$ cat src/rtl/dmx_pkg.sv
// Shared definitions for the one-hot demux family: default sizes,
// lane buffer state and the one-hot select check.
package dmx_pkg;

    localparam int unsigned WIDTH_DEF = 11;
    localparam int unsigned LANES_DEF = 4;

    typedef enum logic {
        EMPTY = 1'b0,
        FULL  = 1'b1
    } lane_state_e;

    // Callers zero-extend their select into 32 bits.
    function automatic logic is_onehot(input logic [31:0] v);
        return (v != '0) && ((v & (v - 32'd1)) == '0);
    endfunction

endpackage

$ cat src/rtl/dmx_lane.sv
// One-entry output buffer for a single demux lane; the data register
// loads only on transfer-in and holds otherwise.
module dmx_lane
    import dmx_pkg::*;
#(
    parameter int unsigned WIDTH = WIDTH_DEF
) (
    input  logic             clk,
    input  logic             reset_n,
    input  logic             load,
    input  logic [WIDTH-1:0] in_data,
    input  logic             out_ready,
    output logic             ready,
    output logic             out_valid,
    output logic [WIDTH-1:0] out_data
);

    lane_state_e state;

    assign out_valid = (state == FULL);
    // A full lane can take a new word in the same cycle it is drained.
    assign ready     = (state == EMPTY) || out_ready;

    always_ff @(posedge clk or negedge reset_n) begin
        if (!reset_n) begin
            state    <= EMPTY;
            out_data <= '0;
        end else begin
            if (load) begin
                out_data <= in_data;
            end
            case (state)
                EMPTY: if (load) state <= FULL;
                FULL:  if (out_ready && !load) state <= EMPTY;
                default: state <= EMPTY;
            endcase
        end
    end

endmodule

$ cat src/rtl/dmx14hx11.sv
// 1-to-4 demultiplexer with one-hot select, per-lane one-entry buffers,
// registered illegal-select pulse and saturating error counter.
module dmx14hx11
    import dmx_pkg::*;
#(
    parameter int unsigned WIDTH = WIDTH_DEF,
    parameter int unsigned LANES = LANES_DEF
) (
    input  logic             clk,
    input  logic             reset_n,
    input  logic [WIDTH-1:0] in_data,
    input  logic             in_valid,
    output logic             in_ready,
    input  logic [LANES-1:0] s,
    output logic [WIDTH-1:0] out_a,
    output logic [WIDTH-1:0] out_b,
    output logic [WIDTH-1:0] out_c,
    output logic [WIDTH-1:0] out_d,
    output logic [LANES-1:0] out_valid,
    input  logic [LANES-1:0] out_ready,
    output logic             sel_err,
    output logic [7:0]       err_cnt
);

    logic             legal;
    logic [LANES-1:0] lane_ready;
    logic [LANES-1:0] load;
    logic [WIDTH-1:0] lane_data [LANES];

    assign legal    = is_onehot(32'(s));
    // Only the selected lane's readiness matters, so a stalled lane never
    // blocks traffic to the others.
    assign in_ready = legal && ((s & lane_ready) != '0);
    assign load     = s & {LANES{in_valid && in_ready}};

    for (genvar i = 0; i < LANES; i++) begin : g_lane
        dmx_lane #(.WIDTH(WIDTH)) u_lane (
            .clk       (clk),
            .reset_n   (reset_n),
            .load      (load[i]),
            .in_data   (in_data),
            .out_ready (out_ready[i]),
            .ready     (lane_ready[i]),
            .out_valid (out_valid[i]),
            .out_data  (lane_data[i])
        );
    end

    assign out_a = lane_data[0];
    assign out_b = lane_data[1];
    assign out_c = lane_data[2];
    assign out_d = lane_data[3];

    always_ff @(posedge clk or negedge reset_n) begin
        if (!reset_n) begin
            sel_err <= 1'b0;
            err_cnt <= '0;
        end else begin
            sel_err <= in_valid && !legal;
            if (in_valid && !legal && (err_cnt != 8'hFF)) begin
                err_cnt <= err_cnt + 8'd1;
            end
        end
    end

endmodule
$ cat config.mk
export PLATFORM = sky130hd
export DESIGN_NAME = dmx14hx11
export DESIGN_NICKNAME = d
export VERILOG_FILES = /design/src/rtl/dmx_pkg.sv /design/src/rtl/dmx_lane.sv /design/src/rtl/dmx14hx11.sv
export SDC_FILE = /design/constraint.sdc
export NUM_CORES = 1
export LEC_CHECK = 0
export ABC_CLOCK_PERIOD_IN_PS = 1550
export CAP_MARGIN = 20
export CORE_ASPECT_RATIO = 1.25
export CORE_MARGIN = 3
export CORE_UTILIZATION = 40
export CTS_CLUSTER_SIZE = 10
export DETAILED_ROUTE_END_ITERATION = 12
export DONT_BUFFER_PORTS = 1
export REMOVE_ABC_BUFFERS = 1
export SYNTH_ARGS = -nofsm -noshare
export SYNTH_HDL_FRONTEND = slang
export SYNTH_SLANG_ARGS = --single-unit
$ cat constraint.sdc
create_clock -name clk -period 1.55 [get_ports clk]
set_clock_uncertainty 0.05 [all_clocks]
set_input_delay 0.31 -clock clk [delete_from_list [all_inputs] [get_ports clk]]
set_output_delay 0.31 -clock clk [all_outputs]
set_load 0.01 [all_outputs]
# == After elaboration in Yosys (flattened, before gate mapping) ==
# Index checks and enable logic that the tools add are counted.
# Widths: inputs -> output; s select.
# word_totals
reg_bits,57
output_inout_bits,58
# op_classes
add_sub_neg,2
n_eq_ne,1
muxes,12
n_bitwise,7
reduce_logical,21
# op_table
op,n
$and 4x32->32,1
$logic_not 32->1,1
$logic_and 1x1->1,9
$add 8x1->8 const B,1
$and 4x4->4,2
$mux 1,8
$ne 8x8->1 const B,1
$pmux 1 s2,4
$reduce_bool 4->1,2
$logic_not 1->1,5
$sub 4x1->5 const B,1
$logic_or 1x1->1,4
$not 1->1,4

# == Longest topological paths before layout ==
# Gate-level depths: netlist (run 1).
# depth
word_depth,11
ltp_mapped,5
mapped_depth_nobuf,5

# == Modules after synthesis ==
# From an unflattened synthesis (run 1), not the netlist that was laid out.
# unflattened
hier_cells,156
hier_area_um2,2488.6
# by_module_without_submodules
mod,n_inst,cells_per_inst,area_per_inst_um2
dmx_lane,4,26,481.7
dmx14hx11,1,52,561.8

# == Worst setup path after synthesis (run 1) ==
# No wires, ideal clock.
# synth_path
kind,input to register
from,in s[1]
to,reg g_lane[0].u_lane.out_data[1]
arrival_time_ps,1763
required_time_ps,1375
path_slack_ps,-388
cell_stages,5
path_buffers,1
path_cell_list,or4b_4 > o211a_2 > a211oi_2 > buf_6 > mux2_4
# synth_between
elab_chain_cells,7
elab_cells_between_ends,10
# synth_lines
item,line_no,rtl
"start, declared",dmx14hx11.sv:14,"input logic [LANES-1:0] s,"
$sub 4x1->5,dmx_pkg.sv:15,return (v != '0) && ((v & (v - 32'd1)) == '0);
$and 4x32->32,dmx_pkg.sv:15,
$logic_not 32->1,dmx_pkg.sv:15,
$logic_and 1x1->1,dmx_pkg.sv:15,
$logic_and 1x1->1 *,dmx14hx11.sv:33,assign in_ready = legal && ((s & lane_ready) != '0);
$logic_and 1x1->1 *,dmx14hx11.sv:34,assign load = s & {LANES{in_valid && in_ready}};
$and 4x4->4 *,dmx14hx11.sv:34,
"end signal, assigned",dmx_lane.sv:30,out_data <= in_data;
"end, declared",dmx_lane.sv:15,output logic [WIDTH-1:0] out_data
# Every way passes the cells marked *; elsewhere a longest branch is shown, timed or not.
# A chain may end at the register's enable or synchronous reset.

# == Worst setup path in the final report (run 1) ==
# layout_path
from,reg g_lane[0].u_lane.state
to,reg g_lane[3].u_lane.out_data[0]
# layout_between
elab_chain_cells,7
# layout_lines
item,line_no,rtl
"start, declared",dmx_lane.sv:18,lane_state_e state;
"start signal, assigned",dmx_lane.sv:26,state <= EMPTY;
"start signal, assigned",dmx_lane.sv:33,EMPTY: if (load) state <= FULL;
"start signal, assigned",dmx_lane.sv:34,FULL: if (out_ready && !load) state <= EMPTY;
$not 1->1,dmx_lane.sv:22,assign ready = (state == EMPTY) || out_ready;
$logic_or 1x1->1,dmx_lane.sv:22,
$and 4x4->4,dmx14hx11.sv:33,
$reduce_bool 4->1,dmx14hx11.sv:33,
$logic_and 1x1->1,dmx14hx11.sv:33,
$logic_and 1x1->1,dmx14hx11.sv:34,
$and 4x4->4,dmx14hx11.sv:34,
"end signal, assigned",dmx_lane.sv:30,
"end, declared",dmx_lane.sv:15,
# Every way passes these cells.

==> metrics.md, run 1 <==
| Metric | Value |
|---|---|
| Total negative slack | `-6080 ps` |
| Critical path start-end classification | `reg -> reg` |
| Type of the tightest min-delay check | `in -> async` |
| Largest net degree at the start of global routing | `58` |
| TritonCTS clock tree | `built` |
| Count of nets after finishing | `216` |
| Total of buffers placed on input and output ports | `0` |
| Num rows | `31` |
| Sink count of the clock tree | `57` |
| 1st-iter DRT viols | `51` |
| Avg WL per Cell | `19.6 um` |
| Root buffer cell | `sky130_fd_sc_hd__clkbuf_8` |
| Global-route total usage across every layer | `16.0%` |
| Achievable frequency | `572 MHz` |
| Capturing element type of the critical path | `register` |
| Number of levels the H-tree was split into | `3` |
| Critical Path Start Type | `register` |
| Min setup slack post-route | `-197 ps` |
| Portion of the clock cycle consumed by the worst path in the final layout | `113%` |
| Peak fanout along the critical path | `6` |
| Width of the die | `77.1 um` |
| Post-placement cell count | `260` |
| TritonCTS Buffers | `9` |
| Final hold violations | `57` |
| HPWL Detailed | `3920 um` |
| Register clock-pin slew on the reported worst setup and hold paths | `70 ps` |
| DIE HEIGHT | `94.9 um` |
| Global-route wire length before repair | `8650 um` |
| Max cap viols | `0` |
| Flop and latch count out of synthesis | `57` |
| Share of the yosys chip area belonging to registers | `56.5%` |
| Maximum resistive drop on vdd | `807 uV` |
| Core outline area | `0.00597 mm2` |
| Number of pins exceeding their max-slew limit in the final report | `0` |
| Status | `finished, violations left` |
| Remaining Overflow, GRT | `0` |
| Synth warn | `0` |
| Number of search-and-repair iterations in the first detailed-routing pass | `4` |
| Diode count | `0` |
| Vias in the first global route | `1589` |
| Worst-case reg-to-reg path depth | `7` |
| Worst Hold Margin | `-387 ps` |
| Vias per cell | `5.18` |
| Number of instances in the synthesized netlist | `165` |
| Antenna Violating Nets Remaining | `0` |
| Rel. slew slack | `80.1%` |
| Area growth from synthesis to final layout | `23.7%` |
| Mean instance size in the synthesized netlist | `15.3 um2` |
| Crit path DAT | `1910 ps` |
| Critical path required time | `1720 ps` |
| Worst Setup Slack post-DPL | `-504 ps` |
| Total die area | `0.00731 mm2` |
| Placer's final routability congestion estimate | `0.838` |
| IO Pins | `80` |
| Final setup violation count | `45` |
| Least-Margin Pin Slew | `296 ps` |
| Number of distinct standard cells referenced by the synthesized netlist | `25` |
| Post-detailed-route DRC marker count | `0` |
| Antenna violations before repair | `0` |
| Total chip power | `5.22 mW` |
| Latest clock arrival within the worst-skew pair | `330 ps` |
| Power per cell area | `1670 mW/mm2` |
| Vias post-DR | `1451` |
| Leakage power of the design | `1.43 nW` |
| Time the final worst path needs with I/O delays and setup | `1750 ps` |
| Violations in the final reports | `hold timing, setup timing` |
| Wirelength, routed | `5500 um` |
| Number of fillers in the final layout | `519` |
| Area of the mapped netlist | `0.00253 mm2` |
| Setup repair after global routing missed its margin | `yes` |
| Non-filler instance count after layout | `280` |
| Initial Util | `42.3%` |
| Buffers from clock root to sink, at most | `2` |
| Share of layout cells above drive strength 1 | `51.5%` |
-- cells in the mapped netlist --
library cell,n,area [um2]
sky130_fd_sc_hd__dfrtp_1,57,1430
sky130_fd_sc_hd__mux2_4,36,541
sky130_fd_sc_hd__mux2_2,10,113
sky130_fd_sc_hd__inv_1,6,22.5
sky130_fd_sc_hd__xor2_1,6,52.6
sky130_fd_sc_hd__nand2_1,5,18.8
sky130_fd_sc_hd__nand2b_1,5,31.3
sky130_fd_sc_hd__nand3_1,5,25.0
sky130_fd_sc_hd__a211oi_2,4,50.1
sky130_fd_sc_hd__a21o_2,4,35.0
sky130_fd_sc_hd__buf_4,4,30.0
sky130_fd_sc_hd__buf_6,4,45.0
sky130_fd_sc_hd__nor3_1,4,20.0
sky130_fd_sc_hd__a22oi_1,2,15.0
sky130_fd_sc_hd__nor2_1,2,7.51
sky130_fd_sc_hd__nor4_1,2,12.5
sky130_fd_sc_hd__a21oi_1,1,5.00
sky130_fd_sc_hd__ha_1,1,12.5
sky130_fd_sc_hd__nand4_1,1,6.26
sky130_fd_sc_hd__o2111ai_1,1,8.76
sky130_fd_sc_hd__o211a_2,1,10.0
sky130_fd_sc_hd__or2_2,1,6.26
sky130_fd_sc_hd__or4b_1,1,10.0
sky130_fd_sc_hd__or4b_4,1,13.8
sky130_fd_sc_hd__xnor2_1,1,8.76
-- routing by layer --
metal | track usage, % | wire length (um) | vias up
met4 | 8.01 | 115 | 0
met3 | 8.87 | 584 | 11
met5 | 0 | 0 | -
met2 | 25.9 | 2790 | 77
met1 | 16.9 | 2010 | 730
li1 | - | - | 633
-- where the power goes --
group,leakage (nW),internal [mW],switching [mW]
sequential,0.693,1.94,0.520
combinational,0.619,0.720,0.420
clock,0.123,1.04,0.585
-- worst max-delay path, cell delays in order, from the launching register on --
cell and delay [ps]:
sky130_fd_sc_hd__dfrtp_1 380, sky130_fd_sc_hd__nand2b_1 90, sky130_fd_sc_hd__a22oi_1 90, sky130_fd_sc_hd__buf_4 190, sky130_fd_sc_hd__a211oi_4 280, sky130_fd_sc_hd__buf_6 150
sky130_fd_sc_hd__buf_12 120, sky130_fd_sc_hd__mux2_4 300
-- sequential cells by signal, summed over array words and instances, names as in the netlist --
signal and flops:
err_cnt 8, g_lane.u_lane.out_data 44, g_lane.u_lane.out_valid 4, sel_err 1
-- cell families (layout without fill, tap and decap cells) --
| kind of cell | count (synthesis) | count (layout) | share of synthesized area [%] |
|---|---|---|---|
| buf+inv | 14 | 47 | 3.86 |
| flops | 57 | 57 | 56.5 |
| compound gates | 13 | 13 | 4.90 |
| simple gates | 27 | 27 | 5.99 |
| xor+xnor | 7 | 7 | 2.43 |
| mux | 46 | 46 | 25.9 |
| fa+ha+maj | 1 | 1 | 0.495 |
-- path summary, 6_finish.rpt --
kind / start / to / slack, ps
max in group asynchronous: reset_n / err_cnt[2] / 1720
min in group clk: in_data[7] / g_lane[0].u_lane.out_data[7] / 70
max reg2reg: g_lane[0].u_lane.out_valid / g_lane[3].u_lane.out_data[0] / -200
max: g_lane[0].u_lane.out_valid / g_lane[3].u_lane.out_data[0] / -200
min reg2reg: err_cnt[7] / err_cnt[7] / 530
min: reset_n / g_lane[0].u_lane.out_data[7] / -390
-- layout by cell type (no fill, tap or decap), drive strengths merged --
cell type | Yosys | layout
nand2 | 5 | 5
inv | 6 | 6
o2111ai | 1 | 1
xnor2 | 1 | 1
nor3 | 4 | 4
o211a | 1 | 1
nand2b | 5 | 5
a21oi | 1 | 1
buf | 8 | 25
nand3 | 5 | 5
or2 | 1 | 1
bufinv | 0 | 2
a22oi | 2 | 2
nor4 | 2 | 2
nor2 | 2 | 2
a21o | 4 | 4
mux2 | 46 | 46
ha | 1 | 1
or4b | 2 | 2
xor2 | 6 | 6
dfrtp | 57 | 57
clkbuf | 0 | 12
clkinv | 0 | 2
a211oi | 4 | 4
nand4 | 1 | 1
-- area by class of cell --
type / count / area, um2 / area share [%]
Clock buffer: 12 / 165 / 5.29
Clock inverter: 4 / 73.8 / 2.36
Inverter: 6 / 22.5 / 0.721
Multi-Input combinational cell: 94 / 1080 / 34.5
Sequential cell: 57 / 1430 / 45.7
Tap cell: 82 / 103 / 3.28
Timing Repair Buffer: 25 / 256 / 8.21
-- repair_timing --
item,CTS,global route
endpoints found under the setup margin,45,50
resized for setup,12,7
setup buffers,4,1
pin swaps,4,1
gates cloned,1,0
endpoints found under the hold margin,57,57
-- stage by stage --
stage | utilization [%] | instance area, um2 | hold WS (ps)
finish | 52.3 | 3120 | -387
floorplan | - | 2450 | -35.6
global placement | 46.7 | 2790 | -33.6
global route | 52.3 | 3120 | -411
detailed placement | 46.7 | 2790 | -33.8
CTS | 52.4 | 3130 | -407
Note: power is estimated with default switching activity, not from simulation.
==> run 2: changes to the inputs <==
--- a/config.mk
+++ b/config.mk
@@ -9,2 +9,4 @@
 export CAP_MARGIN = 20
+export CELL_PAD_IN_SITES_DETAIL_PLACEMENT = 0
+export CELL_PAD_IN_SITES_GLOBAL_PLACEMENT = 1
 export CORE_ASPECT_RATIO = 1.25
@@ -12,5 +14,6 @@
 export CORE_UTILIZATION = 40
-export CTS_CLUSTER_SIZE = 10
+export CTS_CLUSTER_SIZE = 28
 export DETAILED_ROUTE_END_ITERATION = 12
 export DONT_BUFFER_PORTS = 1
+export PLACE_DENSITY_LB_ADDON = 0.1
 export REMOVE_ABC_BUFFERS = 1
--- a/constraint.sdc
+++ b/constraint.sdc
@@ -4,2 +4,2 @@
 set_output_delay 0.31 -clock clk [all_outputs]
-set_load 0.01 [all_outputs]
+set_load 0.05 [all_outputs]
==> metrics.md, run 2 (same netlist as run 1, synthesis figures left out) <==
| Metric | Value |
|---|---|
| Status | `finished, violations left` |
| Critical Path Start Type | `input pin` |
| Antenna violations before repair | `0` |
| Post-detailed-route DRC marker count | `0` |
| Latest clock arrival within the worst-skew pair | `320 ps` |
| Global-route total usage across every layer | `14.9%` |
| Maximum resistive drop on vdd | `1330 uV` |
| Min setup slack post-route | `-189 ps` |
| Sink count of the clock tree | `57` |
| Vias per cell | `5.01` |
| Capturing element type of the critical path | `primary output` |
| TritonCTS clock tree | `built` |
| Critical path required time | `1190 ps` |
| Post-placement cell count | `264` |
| Leakage power of the design | `1.46 nW` |
| Max cap viols | `0` |
| IO Pins | `80` |
| Width of the die | `77.1 um` |
| Number of pins exceeding their max-slew limit in the final report | `0` |
| Crit path DAT | `1380 ps` |
| Final hold violations | `57` |
| Share of layout cells above drive strength 1 | `52.0%` |
| Placer's final routability congestion estimate | `0.783` |
| 1st-iter DRT viols | `46` |
| Wirelength, routed | `5320 um` |
| Worst Hold Margin | `-375 ps` |
| Most frequent standard cell in the layout excluding fill and tap cells | `sky130_fd_sc_hd__dfrtp_1` |
| Global-route wire length before repair | `8340 um` |
| Register clock-pin slew on the reported worst setup and hold paths | `70 ps` |
| Dominant delay contributor by cell family on the critical path | `simple AND/OR/NAND/NOR gates` |
| DIE HEIGHT | `94.9 um` |
| Critical path start-end classification | `in -> out` |
| Antenna Violating Nets Remaining | `0` |
| Least-Margin Pin Slew | `539 ps` |
| Vias post-DR | `1432` |
| Worst Setup Slack post-DPL | `-477 ps` |
| Area growth from synthesis to final layout | `24.7%` |
| Core outline area | `0.00597 mm2` |
| Portion of the clock cycle consumed by the worst path in the final layout | `112%` |
| Total of buffers placed on input and output ports | `0` |
| Time the final worst path needs with I/O delays and setup | `1740 ps` |
| Max stage delay on crit path | `540 ps` |
| List of cells traversed by the critical path | `or4b_1 > o211a_2 > a21oi_4 > buf_6` |
| Num rows | `31` |
| Buffers from clock root to sink, at most | `2` |
| Register with the most flip-flops | `g_lane.u_lane.out_data` |
| Peak fanout along the critical path | `5` |
| Type of the tightest min-delay check | `in -> async` |
| Diode count | `0` |
| Cell type of the slowest stage on the worst timing path | `sky130_fd_sc_hd__or4b_1` |
| Flip-flop count of the largest register after layout | `44` |
| HPWL Detailed | `3730 um` |
| Count of nets after finishing | `223` |
| Number of search-and-repair iterations in the first detailed-routing pass | `4` |
| TritonCTS Buffers | `9` |
| Avg WL per Cell | `18.6 um` |
| Number of fillers in the final layout | `525` |
| Vias in the first global route | `1529` |
| Achievable frequency | `575 MHz` |
| Initial Util | `42.3%` |
| Violations in the final reports | `hold timing, setup timing` |
| Setup repair after global routing missed its margin | `yes` |
| Root buffer cell | `sky130_fd_sc_hd__clkbuf_8` |
| Buffers & Inverters on Critical Path | `1` |
| Number of levels the H-tree was split into | `3` |
| Remaining Overflow, GRT | `0` |
| Largest net degree at the start of global routing | `58` |
| Non-filler instance count after layout | `286` |
| Commonest cells after routing, fill and taps aside | `57 x sky130_fd_sc_hd__dfrtp_1, 44 x sky130_fd_sc_hd__mux2_4, 20 x sky130_fd_sc_hd__buf_4` |
| Rel. slew slack | `64.0%` |
| Power per cell area | `2020 mW/mm2` |
| Final setup violation count | `46` |
| Total die area | `0.00731 mm2` |
[run 2: where the power goes]
| part | switching (mW) | internal (mW) |
|---|---|---|
| clock network | 0.542 | 0.816 |
| registers | 1.60 | 1.92 |
| logic | 0.752 | 0.746 |
[run 2: final timing paths]
| path | startpoint | end | slack (ps) | cells after the start |
|---|---|---|---|---|
| worst min-delay path | reset_n | g_lane[3].u_lane.out_valid | -370 | 0 |
| min in group clk | in_data[3] | g_lane[3].u_lane.out_data[3] | 80 | 1 |
| max in group asynchronous | reset_n | err_cnt[1] | 1720 | 0 |
| worst max-delay path | s[0] | in_ready | -190 | 4 |
| worst min register to register | err_cnt[1] | err_cnt[1] | 580 | 2 |
| worst max register to register | g_lane[0].u_lane.out_valid | g_lane[0].u_lane.out_data[0] | -190 | 7 |
[run 2: area by class of cell]
class / count / area (um2) / share of cell area, %
Sequential cell: 57 / 1430 / 45.3
Multi-Input combinational cell: 94 / 1080 / 34.2
Timing Repair Buffer: 32 / 325 / 10.3
Clock buffer: 12 / 155 / 4.92
Tap cell: 82 / 103 / 3.26
Clock inverter: 3 / 40.0 / 1.27
Inverter: 6 / 22.5 / 0.715
[run 2: stage by stage]
step           setup TNS [ps]  hold WS (ps)  util, %  instance area [um2]  power [mW]
5_1_grt                 -9360          -398     52.7                 3150        6.63
3_5_place_dp           -20920         -34.1     47.0                 2810        4.99
4_1_cts                 -6680          -397     51.3                 3060        6.42
3_3_place_gp           -19860         -34.0     47.0                 2810        4.96
6_report                -6720          -375     52.7                 3150        6.38
2_1_floorplan          -37980         -35.6        -                 2450        4.55
[run 2: what timing repair did]
item | in CTS | in global routing
setup endpoints to repair | 45 | 48
pin swaps | 2 | 3
setup buffers | 2 | 4
gates resized for setup | 12 | 8
cloned | 0 | 1
hold endpoints to repair | 57 | 57
[run 2: routing by layer]
layer	track usage [%]	part of all wire [%]	vias up
met1	18.0	41	731
met3	6.39	8.2	5
met2	23.8	50	51
met4	5.34	1.3	0
li1	-	-	645
met5	0	0	-
